$ cat config.mk
export PLATFORM = sky130hd
export DESIGN_NAME = duty_slew_flat
export DESIGN_NICKNAME = d
export VERILOG_FILES = /design/src/rtl/duty_slew_pkg.sv /design/src/rtl/duty_slew_if.sv /design/src/rtl/duty_slew_period_tick.sv /design/src/rtl/duty_slew.sv /design/src/flat_wrapper.sv
export SDC_FILE = /design/constraint.sdc
export NUM_CORES = 1
export LEC_CHECK = 0
export ABC_AREA = 0
export BUFFER_PORTS_ARGS = -buffer_cell sky130_fd_sc_hd__buf_2
export CORE_ASPECT_RATIO = 1.1
export CORE_MARGIN = 4
export CORE_UTILIZATION = 40
export DETAILED_ROUTE_END_ITERATION = 16
export GPL_ROUTABILITY_DRIVEN = 0
export PLACE_DENSITY_LB_ADDON = 0.1
export SLEW_MARGIN = 25
export SYNTH_ARGS = -nofsm -noshare
export SYNTH_HDL_FRONTEND = slang
export SYNTH_SLANG_ARGS = --single-unit
$ cat constraint.sdc
create_clock -name clk -period 6.18 [get_ports clk]
set_input_delay 0.309 -clock clk [delete_from_list [all_inputs] [get_ports clk]]
set_output_delay 0.309 -clock clk [all_outputs]
set_load 0.05 [all_outputs]
$ cat src/rtl/duty_slew_pkg.sv
// rtl/duty_slew_pkg.sv - shared state type and default parameters for duty_slew
// FAULT state exists only when DUTY_SLEW_FAULT_EN is defined.
package duty_slew_pkg;

    localparam int DEFAULT_DATA_WIDTH = 10;
    localparam int DEFAULT_STEP_SIZE  = 8;

    typedef enum logic [1:0] {
        ST_IDLE      = 2'd0,
        ST_RAMP_UP   = 2'd1,
        ST_RAMP_DOWN = 2'd2
`ifdef DUTY_SLEW_FAULT_EN
        ,
        ST_FAULT     = 2'd3
`endif
    } slew_state_e;

endpackage

$ cat src/rtl/duty_slew_if.sv
// rtl/duty_slew_if.sv - target handshake interface for duty_slew
interface duty_slew_if
    import duty_slew_pkg::*;
#(
    parameter int DataWidth = DEFAULT_DATA_WIDTH
) ();

    logic [DataWidth-1:0] target;
    logic                 targetValid;
    logic                 targetReady;

    modport master (output target, output targetValid, input targetReady);
    modport slave  (input target, input targetValid, output targetReady);

endinterface

$ cat src/rtl/duty_slew_period_tick.sv
// rtl/duty_slew_period_tick.sv - free-running period counter with end-of-period pulse
module period_tick
    import duty_slew_pkg::*;
#(
    parameter int DataWidth = DEFAULT_DATA_WIDTH
) (
    input  logic clk,
    input  logic rstN,
    output logic periodEnd
);

    logic [DataWidth-1:0] cnt_q;
    logic [DataWidth-1:0] cnt_d;

    assign cnt_d = cnt_q + DataWidth'(1);

    always_ff @(posedge clk or negedge rstN) begin
        if (!rstN) begin
            cnt_q <= '0;
        end else begin
            cnt_q <= cnt_d;
        end
    end

    assign periodEnd = (cnt_q == {DataWidth{1'b1}});

endmodule

$ cat src/rtl/duty_slew.sv
// rtl/duty_slew.sv - slew-limited PWM threshold ramp (top)
// Optional FAULT input/state enabled by DUTY_SLEW_FAULT_EN.
module duty_slew
    import duty_slew_pkg::*;
#(
    parameter int DataWidth = DEFAULT_DATA_WIDTH,
    parameter int StepSize  = DEFAULT_STEP_SIZE
) (
    input  logic                 clk,
    input  logic                 rstN,
`ifdef DUTY_SLEW_FAULT_EN
    input  logic                 faultN,
`endif
    duty_slew_if.slave           tgt_if,
    output logic [DataWidth-1:0] threshold,
    output logic                 busy,
    output logic                 periodEnd
);

    localparam logic [DataWidth-1:0] MAX_VAL = '1;
    localparam logic [DataWidth:0]   STEP    = (DataWidth+1)'(StepSize);

    slew_state_e          state_q, state_d;
    logic [DataWidth-1:0] thr_q, thr_d;
    logic [DataWidth-1:0] tgt_q, tgt_d;
    logic [DataWidth:0]   diff;

    period_tick #(.DataWidth(DataWidth)) u_tick (
        .clk       (clk),
        .rstN      (rstN),
        .periodEnd (periodEnd)
    );

    always_ff @(posedge clk or negedge rstN) begin
        if (!rstN) begin
            state_q <= ST_IDLE;
            thr_q   <= MAX_VAL;
            tgt_q   <= MAX_VAL;
        end else begin
            state_q <= state_d;
            thr_q   <= thr_d;
            tgt_q   <= tgt_d;
        end
    end

    // Distance is taken one bit wider so the final partial step snaps exactly.
    always_comb begin
        state_d = state_q;
        thr_d   = thr_q;
        tgt_d   = tgt_q;
        diff    = '0;
        case (state_q)
            ST_IDLE: begin
                if (tgt_if.targetValid) begin
                    tgt_d = tgt_if.target;
                    if (tgt_if.target > thr_q) begin
                        state_d = ST_RAMP_UP;
                    end else if (tgt_if.target < thr_q) begin
                        state_d = ST_RAMP_DOWN;
                    end
                end
            end
            ST_RAMP_UP: begin
                diff = {1'b0, tgt_q} - {1'b0, thr_q};
                if (periodEnd) begin
                    if (diff <= STEP) begin
                        thr_d   = tgt_q;
                        state_d = ST_IDLE;
                    end else begin
                        thr_d = thr_q + STEP[DataWidth-1:0];
                    end
                end
            end
            ST_RAMP_DOWN: begin
                diff = {1'b0, thr_q} - {1'b0, tgt_q};
                if (periodEnd) begin
                    if (diff <= STEP) begin
                        thr_d   = tgt_q;
                        state_d = ST_IDLE;
                    end else begin
                        thr_d = thr_q - STEP[DataWidth-1:0];
                    end
                end
            end
`ifdef DUTY_SLEW_FAULT_EN
            ST_FAULT: begin
                if (faultN) begin
                    state_d = ST_IDLE;
                end
            end
`endif
            default: begin
                state_d = ST_IDLE;
            end
        endcase
`ifdef DUTY_SLEW_FAULT_EN
        if (!faultN) begin
            state_d = ST_FAULT;
            thr_d   = MAX_VAL;
        end
`endif
    end

    assign tgt_if.targetReady = (state_q == ST_IDLE);
    assign busy               = (state_q == ST_RAMP_UP) || (state_q == ST_RAMP_DOWN);
    assign threshold          = thr_q;

endmodule

$ cat src/flat_wrapper.sv
// flat-port wrapper written by rule: the top's interface ports become plain ports
module duty_slew_flat import duty_slew_pkg::*;
#(
    parameter int DataWidth = DEFAULT_DATA_WIDTH,
    parameter int StepSize  = DEFAULT_STEP_SIZE
)
  (clk, rstN, threshold, busy, periodEnd, tgt_if_target, tgt_if_targetValid, tgt_if_targetReady);
  duty_slew_if #(.DataWidth(DataWidth)) tgt_if_i ();
  input  logic clk;
  input  logic rstN;
  output logic [DataWidth-1:0] threshold;
  output logic busy;
  output logic periodEnd;
  input wire logic [$bits(tgt_if_i.target)-1:0] tgt_if_target;
  input wire logic [$bits(tgt_if_i.targetValid)-1:0] tgt_if_targetValid;
  output wire logic [$bits(tgt_if_i.targetReady)-1:0] tgt_if_targetReady;
  assign tgt_if_i.target = tgt_if_target;
  assign tgt_if_i.targetValid = tgt_if_targetValid;
  assign tgt_if_targetReady = tgt_if_i.targetReady;
  duty_slew #(.DataWidth(DataWidth), .StepSize(StepSize)) u_core (.clk(clk), .rstN(rstN), .tgt_if(tgt_if_i), .threshold(threshold), .busy(busy), .periodEnd(periodEnd));
endmodule
==> flow_metrics.py, run 1 <==
metrics = {
    "status": {
        "outcome": "completed",
    },
    "setup_path": {
        "r2r_start": "u_core.threshold[4]$_DFFE_PN1P_",
        "cp_top_family": "simple AND/OR/NAND/NOR gates",
        "path_cells": "inv_1 > ha_1 > or3_1 > o211ai_1 > mux2i_1 > and4_1 > a32oi_2 > nor2_2 > mux2i_1",
        "cpPeakStageDelay_ps": 630,
        "crit_path_end_kind": "register",
        "cp.required_ps": 6380,
        "crit_slowest_cell": "dfstp_2",
        "cpMostUsedCell": "mux2i_1",
        "cp_max_fo": 9,
        "ff2ff_path_depth": 9,
        "critPathBufInv": 1,
        "cp-start-kind": "register",
        "reg2reg_to": "u_core.threshold[0]$_DFFE_PN1P_",
        "cp.arrival_ps": 3500,
        "reg2reg_slack_ps": 2880,
        "critPathKind": "register to register",
    },
    "sta": {
        "fin_tns_setup_ps": 0,
        "post-route-period-util_pct": 53.5,
        "final_hold_viol_count": 0,
        "finalSetupViolCount": 0,
        "slew_headroom_pct": 51.6,
        "fin_worst_skew_ps": 3.70,
        "maxSlewViolCount": 0,
        "fmax_mhz": 303,
        "worst_pin_slew_ps": 726,
        "rsz0062_at_grt": "false",
        "min_period_ps": 3300,
    },
    "finish": {
        "diodes": 0,
        "area_delta_synth_final_pct": 11.6,
        "nNetsFinal": 381,
        "layout-drive-gt1-share_pct": 22.5,
    },
    "logic_synthesis": {
        "synth_top_area_share_pct": 18.4,
        "synth_commonest_cells": "ha_1 (36), inv_1 (29), dfstp_2 (20)",
        "synth_warnings": 0,
        "synth_top_cell_by_area": "dfstp_2",
        "synth_most_common_cell": "ha_1",
        "ys_seq_area_share_pct": 29.0,
        "synth_edf_count": 0,
        "syn_nets": 356,
        "syn_inst": 307,
        "postSynthAreaPerCell_um2": 9.28,
        "synthFlopType": "dfstp_2",
        "synthesis.area_um2": 2850,
        "synth_area_leaders": "dfstp_2 (18%), ha_1 (16%), dfrtp_1 (11%)",
        "ys_async_sr_fraction_pct": 100,
        "synth_cell_types": 62,
        "ys_ff_latch": 32,
    },
    "clock_network": {
        "clk_pin_slew_ps": 70,
        "cts_resized": 0,
        "htree_levels": 2,
        "root_buffer": "clkbuf_8",
        "tritoncts": "built",
        "clock_latency_ps": 280,
        "postCtsHoldBufs": 0,
        "numCtsBuffers": 5,
        "cts_buffer_depth": 2,
        "postCtsSetupBuffers": 0,
        "cts_sinks": 32,
    },
    "global_routing": {
        "grt_pass1_vias": 2413,
        "grt-ovfl-total": 0,
        "grt_pass1_wl_um": 12200,
        "antenna_found_initial": 0,
        "grtUsageTotal_pct": 18.3,
        "grt_max_degree": 33,
    },
    "placement": {
        "io_buffers": 25,
        "dp_hpwl_um": 5810,
    },
    "floorplanning": {
        "core-area_um2": 6970,
        "die_w_um": 88.5,
        "die_area_um2": 8540,
        "fp.dieH_um": 96.5,
        "boundaryPins": 26,
        "start_util_pct": 40.9,
        "num_rows": 32,
    },
    "detailed_routing": {
        "vias": 2400,
        "drt_wl_total_um": 7290,
        "drc": 0,
        "wl_per_cell_um": 17.4,
        "drt_iter0_markers": 190,
        "drt_pass1_iterations": 4,
        "viasPerCell": 5.74,
        "final_antenna_net_count": 0,
    },
    "job": {
        "cap_violations": 0,
    },
    "worst_hold_path": {
        "min_path_type": "input pin to asynchronous set/reset pin",
    },
}
==> through the flow <==
step / hold WS (ps) / setup slack, ps / instances / cell area (µm²) / utilization (%)
2_1_floorplan: 13.4 / 3190 / 307 / 2850 / -
6_report: 81.0 / 2880 / 418 / 3180 / 45.6
3_3_place_gp: 408 / 2930 / 410 / 3050 / 43.8
4_1_cts: 109 / 2870 / 418 / 3170 / 45.6
5_1_grt: 130 / 2640 / 418 / 3180 / 45.6
3_5_place_dp: 409 / 2930 / 410 / 3050 / 43.8
==> worst register-to-register path: cells and delay by family, from the launching register on <==
| family | cells | cell delay (ps) |
|---|---|---|
| AOI/OAI and AO/OA | 2 | 370 |
| adders and majority gates | 1 | 420 |
| buffers and inverters | 1 | 130 |
| DFF | 1 | 630 |
| muxes | 2 | 480 |
| and+or+nand+nor | 3 | 1200 |
==> logic make-up (layout without fill, tap and decap cells) <==
logic type,after synthesis,count (layout),share of synthesized area (%)
buffers and inverters,36,62,4.96
AOI/OAI and AO/OA,90,90,24.9
adders and majority gates,36,36,15.8
DFF,32,32,29.0
and+or+nand+nor,83,83,15.1
muxes,15,15,5.67
xor gates and xnor gates,15,15,4.61
==> flip-flops by register name (all words and copies together) (netlist names) <==
name / count
u_core.state_q: 2
u_core.threshold: 10
u_core.tgt_q: 10
u_core.u_tick.cnt_q: 10
==> layout by cell type (no fill, tap or decap), drive strengths merged, types with 5 or more instances in the layout <==
cell type  synthesis  routed
and3               6       6
mux2               9       9
buf                3      25
mux2i              6       6
clkbuf             4       7
or3                5       5
nand3             19      19
o21a               8       8
nor2              13      13
inv               29      29
xnor2             11      11
dfstp             20      20
a2111oi            6       6
ha                36      36
nand2             14      14
a211oi             7       7
dfrtp             12      12
nand2b             8       8
nor3               7       7
a21oi             11      11
o21ai             16      16
==> routing by layer <==
layer  global-route usage, %  vias to the layer above  part of all wire [%]
met2                    29.1                       53                    45
met3                    2.12                       16                   3.9
met4                    7.18                        0                   2.8
met5                       0                        -                     0
li1                        -                     1192                     -
met1                    25.3                     1139                    48
==> layout make-up <==
class	count	area, µm²
fillers	700	3790
multi-input cells	239	1890
flip-flops and latches	32	826
repair buffers	25	125
inverters	29	109
well taps	85	106
clock buffers	7	96.3
clock inverters	1	30.0
==> how the worst max path moves through the flow <==
| stage | startpoint | to | slack [ps] | depth (start not counted) |
|---|---|---|---|---|
| CTS | u_core.threshold[4]$_DFFE_PN1P_ | u_core.threshold[0]$_DFFE_PN1P_ | 2870 | 9 |
| finish | u_core.threshold[4]$_DFFE_PN1P_ | u_core.threshold[0]$_DFFE_PN1P_ | 2880 | 9 |
| global placement | u_core.threshold[4]$_DFFE_PN1P_ | u_core.threshold[9]$_DFFE_PN1P_ | 2930 | 9 |
| detailed placement | u_core.threshold[4]$_DFFE_PN1P_ | u_core.threshold[0]$_DFFE_PN1P_ | 2930 | 9 |
| floorplan | u_core.threshold[4]$_DFFE_PN1P_ | u_core.threshold[5]$_DFFE_PN1P_ | 3190 | 10 |
| global route | u_core.threshold[4]$_DFFE_PN1P_ | u_core.threshold[0]$_DFFE_PN1P_ | 2640 | 9 |
Power of run 1 is not shown: default switching activity piles up to over one toggle a cycle in this logic, so the estimate is an artifact.
==> run 2, diff against run 1 <==
Settings changed: ABC_AREA 0 to 1.
Clock period 6.18 ns to 2.8 ns, I/O delays scaled along.
==> run 2 against run 1 <==
  * Die area rose by 10%
  * Register-to-register slack got worse by 2700 ps
  * Worst setup slack worse by 2700 ps
  * Non-clock buffer count is 13 higher
  * First-iteration DRC count is 43% lower
  * Fmax is 27% higher
  * Global-route usage is 0.53 points higher
  * Count of clock-buffer cells in the layout down 1
  * Design area increased by 14%
  * Hold slack better by 21 ps
==> flow_metrics.py, run 2 <==
metrics = {
    "status": {
        "outcome": "completed",
    },
    "setup_path": {
        "critPathBufInv": 3,
        "crit_path_end_kind": "register",
        "cpPeakStageDelay_ps": 540,
        "cp_max_fo": 8,
        "r2r_start": "u_core.threshold[3]$_DFFE_PN1P_",
        "cp.required_ps": 2970,
        "critPathKind": "register to register",
        "cp_top_family": "simple AND/OR/NAND/NOR gates",
        "cp-start-kind": "register",
        "ff2ff_path_depth": 16,
        "reg2reg_to": "u_core.state_q[1]$_DFFE_PN0P_",
        "cp.arrival_ps": 2770,
        "reg2reg_slack_ps": 200,
        "path_cells": "inv_1 > ha_1 > nand2_1 > inv_1 > nand2_1 > nand3_1 > nand2_1 > nand2_1 > inv_1 > nand2_1 > nor2_4 > nand3_4 > nand2_4 > nand3_2 > nand2_1 > o21ai_1",
        "cpMostUsedCell": "nand2_1",
        "crit_slowest_cell": "dfstp_2",
    },
    "logic_synthesis": {
        "synth_most_common_cell": "nand2_1",
        "synth_commonest_cells": "nand2_1 (139), inv_1 (71), nand3_1 (52)",
        "ys_async_sr_fraction_pct": 100,
        "synth_top_cell_by_area": "dfstp_2",
        "postSynthAreaPerCell_um2": 6.83,
        "syn_nets": 514,
        "synth_edf_count": 0,
        "synthFlopType": "dfstp_2",
        "synth_warnings": 0,
        "synth_cell_types": 29,
        "syn_inst": 465,
        "synth_area_leaders": "dfstp_2 (17%), nand2_1 (16%), ha_1 (14%)",
        "ys_seq_area_share_pct": 26.0,
        "synth_top_area_share_pct": 16.5,
        "synthesis.area_um2": 3180,
        "ys_ff_latch": 32,
    },
    "clock_network": {
        "tritoncts": "built",
        "htree_levels": 2,
        "cts_sinks": 32,
        "numCtsBuffers": 5,
        "root_buffer": "clkbuf_8",
        "cts_buffer_depth": 2,
        "clock_latency_ps": 280,
        "clk_pin_slew_ps": 70,
    },
    "power_and_ir_drop": {
        "seq_power_share_pct": 17.3,
        "ir_drop_mv": 0.509,
        "power_switching_w": 0.00278,
        "p_leak_nw": 1.91,
        "p_sw_share_pct": 57.4,
        "power_density_nw_per_um2": 1340,
        "clock_power_share_pct": 7.8,
        "p_comb_share_pct": 74.9,
        "internal-power_w": 0.00207,
    },
    "floorplanning": {
        "boundaryPins": 26,
        "die_area_um2": 9430,
        "start_util_pct": 41.8,
        "num_rows": 33,
        "die_w_um": 93.0,
        "core-area_um2": 7600,
        "fp.dieH_um": 101,
    },
    "worst_hold_path": {
        "min_from": "tgt_if_target[9]",
        "holdPathEnd": "u_core.tgt_q[9]$_DFFE_PN1P_",
        "min_path_type": "input pin to register",
        "holdPathStages": 3,
    },
    "detailed_routing": {
        "drt_pass1_iterations": 5,
        "drt_iter0_markers": 108,
        "wl_per_cell_um": 14.2,
        "final_antenna_net_count": 0,
        "vias": 3039,
        "drc": 0,
        "viasPerCell": 4.99,
        "drt_wl_total_um": 8660,
    },
    "sta": {
        "worst_pin_slew_ps": 754,
        "fin_worst_skew_ps": 3.40,
        "slew_headroom_pct": 49.7,
        "fin_tns_setup_ps": 0,
        "finalWorstSetupSlack_ps": 201,
        "finalSetupViolCount": 0,
        "rsz0062_at_grt": "false",
        "post-route-period-util_pct": 92.8,
        "final_hold_viol_count": 0,
        "worst_hold_slack_ps": 102,
        "fmax_mhz": 385,
        "maxSlewViolCount": 0,
        "min_period_ps": 2600,
    },
    "finish": {
        "diodes": 0,
        "mostFrequentLayoutCells": "nand2_1 (139), inv_1 (70), nand3_1 (52), ha_1 (33), nor2_1 (28)",
        "final_util_pct": 47.5,
        "nNetsFinal": 552,
        "area_delta_synth_final_pct": 13.7,
        "mostFrequentLayoutCell": "nand2_1",
        "layout-drive-gt1-share_pct": 17.3,
    },
    "global_routing": {
        "antenna_found_initial": 0,
        "grtUsageTotal_pct": 18.8,
        "grt_pass1_vias": 2968,
        "grt_pass1_wl_um": 14000,
        "grt-ovfl-total": 0,
        "grt_max_degree": 33,
    },
    "job": {
        "cap_violations": 0,
    },
    "placement": {
        "dp_hpwl_um": 6900,
        "io_buffers": 25,
        "pre_cts_ws_ps": 98.6,
    },
}
## run 2: power by group through the flow
stage	logic (W)	clock network (W)	registers (W)
final	0.00363	0.000378	0.000840
after CTS	0.00350	0.000395	0.000837
after detailed placement	0.00347	0	0.000844
after global routing	0.00406	0.000418	0.000862
after global placement	0.00345	0	0.000838
after floorplan	0.00250	0	0.00104
## run 2: metal layers
layer  up-vias  global-route usage (%)  part of all wire (%)
met5         -                       0                     0
met4         0                    5.52                   1.6
met3        11                    2.45                   3.2
met2        58                    33.0                    49
met1      1400                    24.3                    46
li1       1570                       -                     -
## run 2: worst min-delay path: stages
cell and delay [ps]:
buf_2 110, nor2_1 90, a21oi_1 40
## run 2: worst max path at each step
stage | from | endpoint | slack, ps | cells past startpoint
2_1_floorplan | u_core.threshold[5]$_DFFE_PN1P_ | u_core.state_q[0]$_DFFE_PN0P_ | 110 | 15
3_3_place_gp | u_core.threshold[4]$_DFFE_PN1P_ | u_core.state_q[1]$_DFFE_PN0P_ | 100 | 15
3_5_place_dp | u_core.threshold[7]$_DFFE_PN1P_ | u_core.threshold[0]$_DFFE_PN1P_ | 100 | 13
4_1_cts | u_core.threshold[7]$_DFFE_PN1P_ | u_core.threshold[2]$_DFFE_PN1P_ | 70 | 12
5_1_grt | u_core.threshold[3]$_DFFE_PN1P_ | u_core.state_q[0]$_DFFE_PN0P_ | 10 | 15
6_report | u_core.threshold[3]$_DFFE_PN1P_ | u_core.state_q[1]$_DFFE_PN0P_ | 200 | 16
## run 2: logic make-up (layout without fill, tap and decap cells)
family | after synthesis | after routing | synth area share, %
adders and majority gates | 36 | 36 | 14.2
DFF | 32 | 32 | 26.0
AOI/OAI and AO/OA | 41 | 41 | 6.86
xor gates and xnor gates | 19 | 19 | 5.24
buffers and inverters | 78 | 117 | 9.81
and+or+nand+nor | 259 | 259 | 37.9
## run 2: timing repair
item | CTS | global route
endpoints found under the hold margin | 12 | 0
hold buffers | 1 | 0
endpoints found under the setup margin | 0 | 12
setup buffers | 0 | 6
resized for setup | 0 | 6
## run 2: cell type report
type	count	area, µm²
Clock buffer	6	82.6
Clock inverter	2	10.0
Fill cell	826	3990
Inverter	71	270
Multi-Input combinational cell	355	2070
Sequential cell	32	826
Tap cell	105	131
Timing Repair Buffer	38	225
## run 2: through the flow
step / total power [W] / instance area [µm²] / cells
2_1_floorplan: 0.00354 / 3180 / 465
3_3_place_gp: 0.00429 / 3430 / 594
3_5_place_dp: 0.00432 / 3430 / 594
4_1_cts: 0.00473 / 3530 / 603
5_1_grt: 0.00534 / 3610 / 609
6_report: 0.00485 / 3610 / 609
(Power assumes the default switching activity.)
